## src/rtl/instr_fetch_unit_pkg.sv

```systemverilog
// Shared types and constants for the instruction fetch unit.
package instr_fetch_unit_pkg;

  localparam int unsigned XLEN        = 32;
  localparam int unsigned INSTR_BYTES = 4;
  localparam int unsigned ALIGN_BITS  = 2;

  // addi x0, x0, 0 -- presented on ir_data while nothing has been fetched
  localparam logic [XLEN-1:0] NOP_INSTR = 32'h0000_0013;

  typedef enum logic [2:0] {
    ST_IDLE  = 3'd0,
    ST_REQ   = 3'd1,
    ST_WAIT  = 3'd2,
    ST_HOLD  = 3'd3,
    ST_FAULT = 3'd4
  } fetch_state_t;

  // A fetch target must sit on an instruction boundary
  function automatic logic is_misaligned(input logic [XLEN-1:0] addr);
    return |addr[ALIGN_BITS-1:0];
  endfunction

endpackage : instr_fetch_unit_pkg

```

## src/rtl/instr_fetch_unit_pc_reg.sv

```systemverilog
// Program counter: sequential increment or redirect load, load has priority.
module fetch_pc_reg
  import instr_fetch_unit_pkg::*;
#(
  parameter logic [XLEN-1:0] RESET_PC = 32'h0000_1000
) (
  input  logic            clk,
  input  logic            rst_n,
  input  logic            i_inc,
  input  logic            i_load,
  input  logic [XLEN-1:0] i_load_pc,
  output logic [XLEN-1:0] o_pc
);

  logic [XLEN-1:0] r_pc;

  // PC update; the add wraps naturally at 2^32
  always_ff @(posedge clk or negedge rst_n) begin
    if (!rst_n) begin
      r_pc <= RESET_PC;
    end else if (i_load) begin
      r_pc <= i_load_pc;
    end else if (i_inc) begin
      r_pc <= r_pc + XLEN'(INSTR_BYTES);
    end
  end

  assign o_pc = r_pc;

endmodule : fetch_pc_reg

```

## src/rtl/instr_fetch_unit.sv

```systemverilog
// Instruction fetch unit: one outstanding memory request, single-entry
// instruction register, redirect with kill of an in-flight response and
// a sticky fault on misaligned redirect targets.
module instr_fetch_unit
  import instr_fetch_unit_pkg::*;
#(
  parameter logic [31:0] RESET_PC = 32'h0000_1000
) (
  input  logic            clk,
  input  logic            rst_n,
  // instruction memory
  output logic            mem_req,
  output logic [XLEN-1:0] mem_addr,
  input  logic            mem_gnt,
  input  logic            mem_rvalid,
  input  logic [XLEN-1:0] mem_rdata,
  // instruction register
  output logic            ir_valid,
  output logic [XLEN-1:0] ir_data,
  output logic [XLEN-1:0] ir_pc,
  input  logic            ir_ready,
  // control flow
  input  logic            redirect,
  input  logic [XLEN-1:0] redirect_pc,
  output logic            fetch_fault
);

  fetch_state_t    r_state;
  logic            r_kill;
  logic [XLEN-1:0] w_pc;
  logic            w_misalign;
  logic            w_pc_load;
  logic            w_pc_inc;

  assign w_misalign = is_misaligned(redirect_pc);

  // PC control: aligned redirects load, a consumed word advances
  always_comb begin
    w_pc_load = 1'b0;
    w_pc_inc  = 1'b0;
    if (r_state != ST_IDLE) begin
      w_pc_load = redirect && !w_misalign;
    end
    if (r_state == ST_HOLD) begin
      w_pc_inc = ir_ready && !redirect;
    end
  end

  fetch_pc_reg #(
    .RESET_PC (RESET_PC)
  ) u_pc (
    .clk       (clk),
    .rst_n     (rst_n),
    .i_inc     (w_pc_inc),
    .i_load    (w_pc_load),
    .i_load_pc (redirect_pc),
    .o_pc      (w_pc)
  );

  // The PC register is itself the registered fetch address
  assign mem_addr = w_pc;

  // Fetch FSM with registered outputs
  always_ff @(posedge clk or negedge rst_n) begin
    if (!rst_n) begin
      r_state     <= ST_IDLE;
      r_kill      <= 1'b0;
      mem_req     <= 1'b0;
      ir_valid    <= 1'b0;
      ir_data     <= NOP_INSTR;
      ir_pc       <= RESET_PC;
      fetch_fault <= 1'b0;
    end else begin
      case (r_state)
        ST_IDLE: begin
          r_state <= ST_REQ;
          mem_req <= 1'b1;
        end

        ST_REQ: begin
          if (redirect) begin
            // A grant in the redirect cycle leaves a response in flight;
            // it must be drained and discarded before the next request.
            if (mem_gnt) begin
              r_kill <= 1'b1;
            end
            if (w_misalign) begin
              r_state     <= ST_FAULT;
              mem_req     <= 1'b0;
              fetch_fault <= 1'b1;
            end else if (mem_gnt) begin
              r_state <= ST_WAIT;
              mem_req <= 1'b0;
            end else begin
              mem_req <= 1'b1;
            end
          end else if (mem_gnt) begin
            r_state <= ST_WAIT;
            mem_req <= 1'b0;
          end
        end

        ST_WAIT: begin
          if (redirect) begin
            if (w_misalign) begin
              r_state     <= ST_FAULT;
              fetch_fault <= 1'b1;
              r_kill      <= !mem_rvalid;
            end else if (mem_rvalid) begin
              // The response arriving now belongs to the old stream
              r_state <= ST_REQ;
              mem_req <= 1'b1;
              r_kill  <= 1'b0;
            end else begin
              r_kill <= 1'b1;
            end
          end else if (mem_rvalid) begin
            r_kill <= 1'b0;
            if (r_kill) begin
              r_state <= ST_REQ;
              mem_req <= 1'b1;
            end else begin
              r_state  <= ST_HOLD;
              ir_valid <= 1'b1;
              ir_data  <= mem_rdata;
              ir_pc    <= w_pc;
            end
          end
        end

        ST_HOLD: begin
          if (redirect) begin
            ir_valid <= 1'b0;
            if (w_misalign) begin
              r_state     <= ST_FAULT;
              fetch_fault <= 1'b1;
            end else begin
              r_state <= ST_REQ;
              mem_req <= 1'b1;
            end
          end else if (ir_ready) begin
            ir_valid <= 1'b0;
            r_state  <= ST_REQ;
            mem_req  <= 1'b1;
          end
        end

        ST_FAULT: begin
          // Keep tracking a response still owed from before the fault
          if (mem_rvalid) begin
            r_kill <= 1'b0;
          end
          if (redirect && !w_misalign) begin
            fetch_fault <= 1'b0;
            if (r_kill && !mem_rvalid) begin
              r_state <= ST_WAIT;
            end else begin
              r_state <= ST_REQ;
              mem_req <= 1'b1;
              r_kill  <= 1'b0;
            end
          end
        end

        default: begin
          r_state     <= ST_IDLE;
          r_kill      <= 1'b0;
          mem_req     <= 1'b0;
          ir_valid    <= 1'b0;
          fetch_fault <= 1'b0;
        end
      endcase
    end
  end

endmodule : instr_fetch_unit

```

## config.mk

```make
export PLATFORM = sky130hd
export DESIGN_NAME = instr_fetch_unit
export DESIGN_NICKNAME = d
export VERILOG_FILES = /design/src/rtl/instr_fetch_unit_pkg.sv /design/src/rtl/instr_fetch_unit_pc_reg.sv /design/src/rtl/instr_fetch_unit.sv
export SDC_FILE = /design/constraint.sdc
export NUM_CORES = 1
export LEC_CHECK = 0
export ABC_AREA = 1
export CORE_ASPECT_RATIO = 1.75
export CORE_UTILIZATION = 52
export CTS_BUF_LIST = sky130_fd_sc_hd__clkbuf_8
export DETAILED_ROUTE_END_ITERATION = 8
export PLACE_DENSITY = 0.84
export REMOVE_ABC_BUFFERS = 1
export SLEW_MARGIN = 20
export SYNTH_ARGS = -nofsm -noshare
export SYNTH_HDL_FRONTEND = slang
export SYNTH_SLANG_ARGS = --single-unit
```

## constraint.sdc

```tcl
create_clock -name clk -period 3.05 [get_ports clk]
set_input_delay 0.305 -clock clk [delete_from_list [all_inputs] [get_ports clk]]
set_output_delay 0.305 -clock clk [all_outputs]
set_load 0.02 [all_outputs]
```

# --- Word-level counts from Yosys, hierarchy flattened ---
# Index checks and enable logic that the tools add are counted.
totals:
  out_inout_bits: 99
  input_bits: 70
  register_bits: 103
  elab_cells: 105
op_classes:
  reduce_logical: 19
  n_eq_ne: 20
  n_bitwise: 5
  n_addsub: 1
  muxes: 52
op_table:
  columns: ["cell", "n"]
  rows:
  - ["32-bit 2-to-1 mux", 2]
  - ["3-bit 2-to-1 mux", 11]
  - ["32-bit by 3-bit adder with 32-bit output, second input constant", 1]
  - ["1-bit 2-to-1 mux", 32]
  - ["3-bit != test, second input constant", 7]
  - ["3-bit case mux with 5 select lines", 1]
  - ["2-bit != test, second input constant", 7]
  - ["4-bit AND reduction", 3]
  - ["9-bit AND reduction", 1]
  - ["3-bit by 2-bit == test with 1-bit output, second input constant", 2]
  - ["1-bit case mux with 3 select lines", 2]
  - ["3-bit OR reduction", 2]
  - ["1-bit inverter", 5]
  - ["1-bit case mux with 5 select lines", 1]
  - ["5-bit AND reduction", 1]
  - ["2-bit 2-to-1 mux", 2]
  - ["2-bit by 1-bit != test with 1-bit output, second input constant", 2]
  - ["1-bit case mux with 4 select lines", 1]
  - ["2-bit OR reduction", 2]
  - ["3-bit by 1-bit == test with 1-bit output, second input constant", 1]
  - ["3-bit == test, second input constant", 1]
  - ["1-bit logical AND", 3]
  - ["1-bit zero test", 3]
  - ["3-bit zero test", 1]
  - ["other kinds (3)", 3]

# --- Logic depth before layout (Yosys ltp) ---
# Gate-level depths: netlist of run 1.
logic_depth:
  depth_word: 5
  ltp_mapped: 10
  depth_no_buf: 10

# --- By module ---
# A second synthesis of run 1 with hierarchy kept.
hier_totals:
  cells_unflattened: 673
  area_unflattened_um2: 5499.0
modules_own_cells:
  columns: ["mod", "area_each_um2", "instances", "cells_each"]
  rows:
  - ["instr_fetch_unit", 3319.4, 1, 358]
  - ["fetch_pc_reg", 2179.6, 1, 315]

# --- Least setup slack after synthesis of run 1 ---
# Ideal clock, no wire load.
synth_path:
  path_type: "reg-to-reg"
  start: "register u_pc.r_pc[3] (netlist: u_pc.o_pc[3])"
  end: "register u_pc.r_pc[22] (netlist: u_pc.o_pc[22])"
  n_path_buf: 0
  t_required_ps: 2933
  synth_period_minus_slack_ps: 1711
  path_slack_ps: 1339
  setup_ps: 117
  path_stages_with_launch: 11
  arrival_ps: 1594
  cell_sequence: "dfrtp_1 -> ha_1 -> nand2_1 -> nor2_1 -> nand2_1 -> nor2_1 -> nand2_1 -> nand2_1 -> nand3_1 -> nand2_1 -> nand2_1"
synth_between:
  elab_chain_cells: 3
synth_lines:
  columns: ["element", "line_no", "text"]
  rows:
  - ["start: declaration", "instr_fetch_unit_pc_reg.sv:15", "logic [XLEN-1:0] r_pc;"]
  - ["start signal: assignment", "instr_fetch_unit_pc_reg.sv:22", "r_pc <= i_load_pc;"]
  - ["start signal: assignment", "instr_fetch_unit_pc_reg.sv:24", "r_pc <= r_pc + XLEN'(INSTR_BYTES);"]
  - ["32-bit by 3-bit adder with 32-bit output", "instr_fetch_unit_pc_reg.sv:24", null]
  - ["32-bit 2-to-1 mux", "instr_fetch_unit_pc_reg.sv:23", "end else if (i_inc) begin"]
  - ["32-bit 2-to-1 mux", "instr_fetch_unit_pc_reg.sv:21", "end else if (i_load) begin"]
# Every way passes these cells. The select of a mux whose other input is x is not followed.
# A chain may end at the register's enable or synchronous reset.

# --- Worst setup path after layout of run 1 ---
layout_path:
  start: "register u_pc.r_pc[2] (netlist: u_pc.o_pc[2])"
  end: "register u_pc.r_pc[22] (netlist: u_pc.o_pc[22])"
# Same word-level chain as after synthesis.

==> impl_results.md, run 1 <==
- Total of endpoints with negative setup slack in the final report: 0
- Result of the run: finished, final reports clean
- Complex-gate fraction of the synthesized area: 0.09635
- Top Ports: 169
- DIE AREA: 10770 µm²
- Power density relative to cell area: 903.7 nW/µm²
- Crit path capture type: register
- Number of synthesized register bits: 103
- Pin count of the biggest net entering global routing: 75
- Data arrival time of the worst path: 2.26 ns
- Post-detail-place hpwl: 11.21 mm
- MaxCap Viol Count: 0
- Largest fanout on the critical path: 5
- Slowest stage delay, CP: 0.43 ns
- Number of levels in the clock H-tree: 3
- Shortest period the worst path allows: 1.992 ns
- XOR/XNOR Fraction of Synth Area: 0.008145
- Setup CP Type: register to register
- Via/cell ratio: 5.400
- Remaining DRCs: 0
- TritonCTS clock tree: done
- Post-synthesis mux area share: 0
- Slew Limit Headroom: 0.5001
- Layout filler cell count: 778
- Cell count after synthesis: 712
- Length of the first detailed-routing pass in iterations: 5
- Basic-gate share of the synthesized area counting and, or, nand and nor cells: 0.3302
- Global-route wire length before repair: 24.16 mm
- Ranking of synthesized cells by instance count: sky130_fd_sc_hd__nand2_1, sky130_fd_sc_hd__dfrtp_1, sky130_fd_sc_hd__nand3_1
- Die Y: 136.5 µm
- Fraction of final layout cells sized beyond drive strength 1: 0.06164
- Distinct cells, synth: 43
- Cell count after placement: 984
- Sequential element share of the synthesized area: 0.4806
- Total core area: 9970 µm²
- Yosys warnings: 0
- Hold/Removal Path Class: input port to asynchronous set/reset pin
- Buffer and inverter count on the worst path: 0
- Global route total overflow: 0
- Unrepaired setup endpoints after global routing: false
- Die boundary width: 78.87 µm
- CTS clk-pin slew, worst paths: 0.09 ns
- Initial core utilization: 0.5393
- Number of synthesized flops with an enable pin: 0
- Max Root-Sink Buffers: 2
- Hold buffer count at CTS: 1
- LEAKAGE: 3.428 nW
- Clock Skew: 0.01019 ns
- Most used cell along the critical path: sky130_fd_sc_hd__nand2_1
- Chain of cells forming the critical path: ha_1 > nand2_1 > nor2_1 > nand2_1 > nor2_1 > nand2_1 > nand2_1 > nand3_1 > nand2_1 > nand2_1
- Post-CTS Resized: 0
- IO Port Bufs: 168
- Crit share post-route: 0.6531
- Overall routed net length: 15.00 mm
- Tightest Pin Transition: 0.7498 ns
- Final slew viol count: 0
- Cell area after synthesis: 5376 µm²
- Synth Area per Inst: 7.551 µm²
- Cell with the largest stage delay on the worst path: sky130_fd_sc_hd__dfrtp_1
- Area growth, synth to finish: 35.82%
- Category of the worst setup path launch point: register
- Cell chosen for the clock root: sky130_fd_sc_hd__clkbuf_8
- Standard-cell row count: 48
- Cell with the most instances after synthesis: sky130_fd_sc_hd__nand2_1
- Peak ir drop on the vdd network: 0.5932 mV
- # diodes: 0
- Buffers inserted by post-CTS timing repair: 0
- Final weighted congestion in routability-driven placement: 0.9435
- Dominant combinational cell family by area after synthesis: simple AND/OR/NAND/NOR gates
- Count of vias placed by the detailed router: 5405
- Required arrival time at the worst endpoint: 3.31 ns
- Detail-routed net length per standard cell: 14.98 µm
- Cell types with the largest area share after synthesis: sky130_fd_sc_hd__dfrtp_1, sky130_fd_sc_hd__nand2_1, sky130_fd_sc_hd__nand3_1
- CTS sink count: 103
- Arithmetic-cell share of the synthesized area counting full adders, half adders and majority gates: 0.002327
- Combined global-route utilization of all metal layers: 0.2880
- Remaining antenna violation count: 0
- Number of global-route vias before repair: 5090
- Post-route non-filler standard cell count: 1001
- Net count, final: 942
- Share of synthesized registers carrying an async set or reset: 1.000
- Kind of cell adding the most delay to the critical path: simple AND/OR/NAND/NOR gates
- Clock buffer count from CTS: 9
- Dominant register cell in the synthesized netlist: sky130_fd_sc_hd__dfrtp_1
- Upper clock frequency limit: 502.0 MHz
- Setup TNS: 0 ns
- Cell type with the highest aggregate area in the netlist: sky130_fd_sc_hd__dfrtp_1
- Initial antenna violation count: 0
- Final Hold Viols: 0
- Clock latency at the later pin of the worst-skew pair: 0.37 ns
- Iter 0 DRT Violations: 352
- Fraction of synthesized cell area taken by the top area cell type: 0.4561
[metal layers]
metal	GRT usage	vias up	share of wire	routed length, µm
li1	-	2591	-	-
met1	0.3443	2555	0.39	5799
met2	0.5029	216	0.52	7833
met3	0.04867	43	0.056	846
met4	0.1303	0	0.035	518
met5	0	-	0	0
[path summary, 6_finish.rpt]
kind                       slack (ns)                startpoint                        end  depth (start not counted)
setup / recovery                 1.06  u_pc.o_pc[2]$_DFFE_PN0P_  u_pc.o_pc[22]$_DFFE_PN0P_                         10
hold / removal                   0.44                     rst_n    fetch_fault$_DFFE_PN0P_                          2
setup reg to reg                 1.06  u_pc.o_pc[2]$_DFFE_PN0P_  u_pc.o_pc[22]$_DFFE_PN0P_                         10
hold reg to reg                  0.47    ir_data[4]$_DFFE_PN1P_     ir_data[4]$_DFFE_PN1P_                          2
max in group asynchronous        1.85                     rst_n     ir_data[1]$_DFFE_PN1P_                          3
min in group clk                 0.45              mem_rdata[4]     ir_data[4]$_DFFE_PN1P_                          3
[worst register-to-register path: stages (launching register included)]
cell,delay [ns]
sky130_fd_sc_hd__dfrtp_1,0.43
sky130_fd_sc_hd__ha_1,0.24
sky130_fd_sc_hd__nand2_1,0.10
sky130_fd_sc_hd__nor2_1,0.23
sky130_fd_sc_hd__nand2_1,0.18
sky130_fd_sc_hd__nor2_1,0.35
sky130_fd_sc_hd__nand2_1,0.09
sky130_fd_sc_hd__nand2_1,0.09
sky130_fd_sc_hd__nand3_1,0.08
sky130_fd_sc_hd__nand2_1,0.07
sky130_fd_sc_hd__nand2_1,0.04
[area by class of cell]
cell class | count | area, µm² | share of cell area
Sequential cell | 103 | 2584 | 0.3538
Multi-Input combinational cell | 520 | 2355 | 0.3225
Timing Repair Buffer | 176 | 1754 | 0.2402
Inverter | 61 | 232.7 | 0.03187
Tap cell | 125 | 156.4 | 0.02142
Clock buffer | 9 | 123.9 | 0.01696
Clock inverter | 7 | 96.34 | 0.01319
[power by group]
group          switching [mW]  internal [mW]
clock                   0.476          0.464
combinational            1.84           1.41
sequential              0.498           1.90
total                    2.82           3.78
[stage by stage]
step	setup WS (ns)	hold slack (ns)	cell area [µm²]	util	power, mW
final	1.058	0.4392	7302	0.7324	6.599
after global routing	0.9043	0.4725	7302	0.7324	7.014
after CTS	1.081	0.4356	7302	0.7324	6.617
after detailed placement	0.8489	0.3035	7072	0.7093	5.662
after global placement	0.9190	0.3071	7072	0.7093	5.571
after floorplan	0.7391	0.009409	5166	-	4.095
[state kept, by name (all words and copies together), names as in the netlist]
name	flops
r_kill	1
fetch_fault	1
ir_data	32
ir_pc	32
ir_valid	1
r_state	3
mem_req	1
u_pc.o_pc	32
[cell usage in the layout (no fill, tap or decap), types with 2 or more instances in the layout]
master and count:
sky130_fd_sc_hd__a21oi_1 10, sky130_fd_sc_hd__o22ai_1 4, sky130_fd_sc_hd__o21ai_1 41, sky130_fd_sc_hd__nand2_4 2, sky130_fd_sc_hd__xor2_1 5, sky130_fd_sc_hd__nor2_1 71
sky130_fd_sc_hd__nand2_1 253, sky130_fd_sc_hd__clkinv_1 4, sky130_fd_sc_hd__clkbuf_8 9, sky130_fd_sc_hd__nor2_2 2, sky130_fd_sc_hd__clkdlybuf4s50_1 167, sky130_fd_sc_hd__o21ai_0 20
sky130_fd_sc_hd__clkinvlp_4 2, sky130_fd_sc_hd__o21ai_2 9, sky130_fd_sc_hd__bufinv_16 2, sky130_fd_sc_hd__nand3_1 75, sky130_fd_sc_hd__dfrtp_1 98, sky130_fd_sc_hd__nand2_2 2
sky130_fd_sc_hd__dfstp_2 5, sky130_fd_sc_hd__inv_2 2, sky130_fd_sc_hd__buf_4 7, sky130_fd_sc_hd__a31oi_1 2, sky130_fd_sc_hd__o211ai_1 3, sky130_fd_sc_hd__nor3_1 5
sky130_fd_sc_hd__inv_1 54
[logic make-up (layout without fill, tap and decap cells)]
family | count (synthesis) | count (layout)
simple gates | 422 | 422
xor+xnor | 5 | 5
fa+ha+maj | 1 | 1
buf+inv | 89 | 253
compound gates | 92 | 92
flops | 103 | 103
Power figures use the tool's default switching activity.
==> inputs of run 2 (changes only) <==
--- a/config.mk
+++ b/config.mk
@@ -7,10 +7,10 @@
 export LEC_CHECK = 0
 export ABC_AREA = 1
 export CORE_ASPECT_RATIO = 1.75
-export CORE_UTILIZATION = 52
+export CORE_UTILIZATION = 48
 export CTS_BUF_LIST = sky130_fd_sc_hd__clkbuf_8
 export DETAILED_ROUTE_END_ITERATION = 8
-export PLACE_DENSITY = 0.84
+export PLACE_DENSITY = 0.78
 export REMOVE_ABC_BUFFERS = 1
 export SLEW_MARGIN = 20
 export SYNTH_ARGS = -nofsm -noshare
==> constraint.sdc (replaced) <==
create_clock -name clk -period 2 [get_ports clk]
set_input_delay 0.2 -clock clk [delete_from_list [all_inputs] [get_ports clk]]
set_output_delay 0.2 -clock clk [all_outputs]
set_load 0.02 [all_outputs]
==> run 2 against run 1 <==
Against the previous run: combinational power increased by 55%; final area increased by 1.6%; first-iteration DRC count decreased by 15%; largest power group unchanged; worst hold slack got worse by 0.092 ns.
==> impl_results.md, run 2 (same netlist as run 1, synthesis figures left out) <==
- Result of the run: finished, final reports clean (unchanged)
- Internal portion of total power: 5.621 mW (was 3.780 mW)
- Final Hold Viols: 0 (unchanged)
- Area used by sequential logic in the layout: 2584 µm² (unchanged)
- Post-route non-filler standard cell count: 1018 (was 1001)
- Switching power: 4.337 mW (was 2.818 mW)
- Number of global-route vias before repair: 5202 (was 5090)
- Crit path capture type: register (unchanged)
- Worst slack on hold paths: 0.3473 ns (was 0.4392 ns)
- Global route total overflow: 0 (unchanged)
- Endpoint of the worst-slack reg-to-reg timing path: u_pc.o_pc[23]$_DFFE_PN0P_ (was u_pc.o_pc[22]$_DFFE_PN0P_)
- Category of the worst setup path launch point: register (unchanged)
- Net count, final: 954 (was 942)
- Largest fanout on the critical path: 7 (was 5)
- Hold/Removal Path Class: input port to asynchronous set/reset pin (unchanged)
- CTS sink count: 103 (unchanged)
- Overall power consumption: 9.959 mW (was 6.599 mW)
- Clock buffer count from CTS: 9 (unchanged)
- Power density relative to cell area: 1342 nW/µm² (was 903.7 nW/µm²)
- Initial core utilization: 0.4968 (was 0.5393)
- Number of levels in the clock H-tree: 3 (unchanged)
- Setup CP Type: register to register (unchanged)
- Proportion of total power due to net switching: 0.4355 (was 0.4271)
- LEAKAGE: 3.489 nW (was 3.428 nW)
- Slew Limit Headroom: 0.6375 (was 0.5001)
- MaxCap Viol Count: 0 (unchanged)
- Reg2Reg Depth: 9 (was 10)
- Clock network fraction of design power: 0.127 (was 0.142)
- Area growth, synth to finish: 38.03% (was 35.82%)
- Initial antenna violation count: 0 (unchanged)
- Upper clock frequency limit: 562.6 MHz (was 502.0 MHz)
- Commonest non-fill, non-tap cell in the layout: sky130_fd_sc_hd__nand2_1 (unchanged)
- Fraction of final layout cells sized beyond drive strength 1: 0.07658 (was 0.06164)
- Buffers inserted by post-CTS timing repair: 0 (unchanged)
- Global-route wire length before repair: 24.36 mm (was 24.16 mm)
- Relative contribution of combinational cells to total power: 0.508 (was 0.494)
- IO Port Bufs: 168 (unchanged)
- Unrepaired setup endpoints after global routing: false (unchanged)
- R2R Setup Slk: 0.22 ns (was 1.06 ns)
- Pre-CTS worst setup slack: 0.1017 ns (was 0.8489 ns)
- DIE AREA: 11650 µm² (was 10770 µm²)
- Cell chosen for the clock root: sky130_fd_sc_hd__clkbuf_8 (unchanged)
- Shortest period the worst path allows: 1.777 ns (was 1.992 ns)
- Count of vias placed by the detailed router: 5295 (was 5405)
- Final weighted congestion in routability-driven placement: 0.9074 (was 0.9435)
- Via/cell ratio: 5.201 (was 5.400)
- Flop pwr share: 0.365 (was 0.364)
- Required arrival time at the worst endpoint: 2.27 ns (was 3.31 ns)
- Clock Skew: 0.02336 ns (was 0.01019 ns)
- TritonCTS clock tree: done (unchanged)
- Combined global-route utilization of all metal layers: 0.2726 (was 0.2880)
- Commonest non-fill, non-tap cells in the layout: sky130_fd_sc_hd__nand2_1, sky130_fd_sc_hd__clkdlybuf4s50_1, sky130_fd_sc_hd__dfrtp_1, sky130_fd_sc_hd__nand3_1, sky130_fd_sc_hd__nor2_1 (unchanged)
- Post-detail-place hpwl: 11.62 mm (was 11.21 mm)
- Overall routed net length: 15.27 mm (was 15.00 mm)
- Remaining DRCs: 0 (unchanged)
- Remaining antenna violation count: 0 (unchanged)
- Tightest Pin Transition: 0.5438 ns (was 0.7498 ns)
- Crit share post-route: 0.8887 (was 0.6531)
- Pin count of the biggest net entering global routing: 42 (was 75)
- # diodes: 0 (unchanged)
- Clock latency at the later pin of the worst-skew pair: 0.37 ns (about the same)
- Total of endpoints with negative setup slack in the final report: 0 (unchanged)
- Max Root-Sink Buffers: 2 (unchanged)
- Least setup slack across all paths after layout: 0.2225 ns (was 1.058 ns)
- Detail-routed net length per standard cell: 15.00 µm (was 14.98 µm)
- Startpoint of the worst register-to-register path: u_pc.o_pc[4]$_DFFE_PN0P_ (was u_pc.o_pc[2]$_DFFE_PN0P_)
- Die Y: 142.0 µm (was 136.5 µm)
- Data arrival time of the worst path: 2.04 ns (was 2.26 ns)
- Top Ports: 169 (unchanged)
- Utilization after layout: 0.6857 (was 0.7324)
- Cell count after placement: 1001 (was 984)
- Standard-cell row count: 50 (was 48)
- CTS clk-pin slew, worst paths: 0.12 ns (was 0.09 ns)
- Total core area: 10820 µm² (was 9970 µm²)
- Peak ir drop on the vdd network: 0.7521 mV (was 0.5932 mV)
- Layout filler cell count: 912 (was 778)
- Length of the first detailed-routing pass in iterations: 4 (was 5)
- Final slew viol count: 0 (unchanged)
- Iter 0 DRT Violations: 300 (was 352)
- Footprint of the multi-input gates: 2357 µm² (was 2355 µm²)
- Die boundary width: 82.01 µm (was 78.87 µm)
==> run 2: changes by cell type in the layout (fill, tap and decap cells not counted), sizes merged <==
cell      change
buf          +12
bufinv        -2
clkinvlp      +2
clkbuf        +1
clkinv        -1
==> run 2: area by class of cell <==
class | count | area share
multi-input cells | 520 | 0.3177
repair buffers | 188 | 0.2553
well taps | 130 | 0.02192
clock buffers | 10 | 0.01855
inverters | 61 | 0.03136
clock inverters | 6 | 0.007081
flip-flops and latches | 103 | 0.3482
==> run 2: power by group through the flow <==
stage | registers, mW | logic [mW] | clock network [mW]
2_1_floorplan | 4.49 | 1.76 | 0
3_3_place_gp | 3.63 | 5.00 | 0
3_5_place_dp | 3.66 | 5.07 | 0
4_1_cts | 3.63 | 5.09 | 1.30
5_1_grt | 3.76 | 5.50 | 1.38
6_report | 3.64 | 5.05 | 1.27
==> run 2: worst max-delay path, cell delays in order, from the launching register on <==
cell	delay, ns
sky130_fd_sc_hd__dfrtp_1	0.50
sky130_fd_sc_hd__nand2_1	0.15
sky130_fd_sc_hd__nor2_2	0.23
sky130_fd_sc_hd__nand2_1	0.13
sky130_fd_sc_hd__nor2_1	0.34
sky130_fd_sc_hd__nand2_1	0.09
sky130_fd_sc_hd__nand2_1	0.07
sky130_fd_sc_hd__nand3_1	0.06
sky130_fd_sc_hd__nand2_1	0.06
sky130_fd_sc_hd__nand2_1	0.04
==> run 2: how the worst max path moves through the flow <==
stage / start / to / slack (ns)
floorplan: r_state[1]$_DFFE_PN0P_ / ir_pc[0]$_DFFE_PN0P_ / -0.31
global placement: redirect / u_pc.o_pc[21]$_DFFE_PN0P_ / 0.13
detailed placement: redirect / u_pc.o_pc[21]$_DFFE_PN0P_ / 0.10
CTS: u_pc.o_pc[2]$_DFFE_PN0P_ / u_pc.o_pc[22]$_DFFE_PN0P_ / 0.19
global route: u_pc.o_pc[4]$_DFFE_PN0P_ / u_pc.o_pc[23]$_DFFE_PN0P_ / 0.06
finish: u_pc.o_pc[4]$_DFFE_PN0P_ / u_pc.o_pc[23]$_DFFE_PN0P_ / 0.22
==> run 2: timing repair <==
action	4_1_cts	5_1_grt
resized for setup	0	1
endpoints found under the hold margin	36	0
setup endpoints to repair	0	2
hold buffers	1	0
==> run 2: layer usage <==
| metal | vias up | GRT usage | wire, µm |
|---|---|---|---|
| met5 | - | 0 | 0 |
| met4 | 0 | 0.1071 | 331 |
| met3 | 24 | 0.03974 | 844 |
| met2 | 170 | 0.4824 | 8084 |
| met1 | 2489 | 0.3219 | 6011 |
| li1 | 2612 | - | - |
==> run 2: metrics by stage <==
stage	TNS, ns	instance area (µm²)
floorplan	-16.69	5166
global placement	0	7218
detailed placement	0	7218
CTS	0	7418
global route	0	7421
finish	0	7421
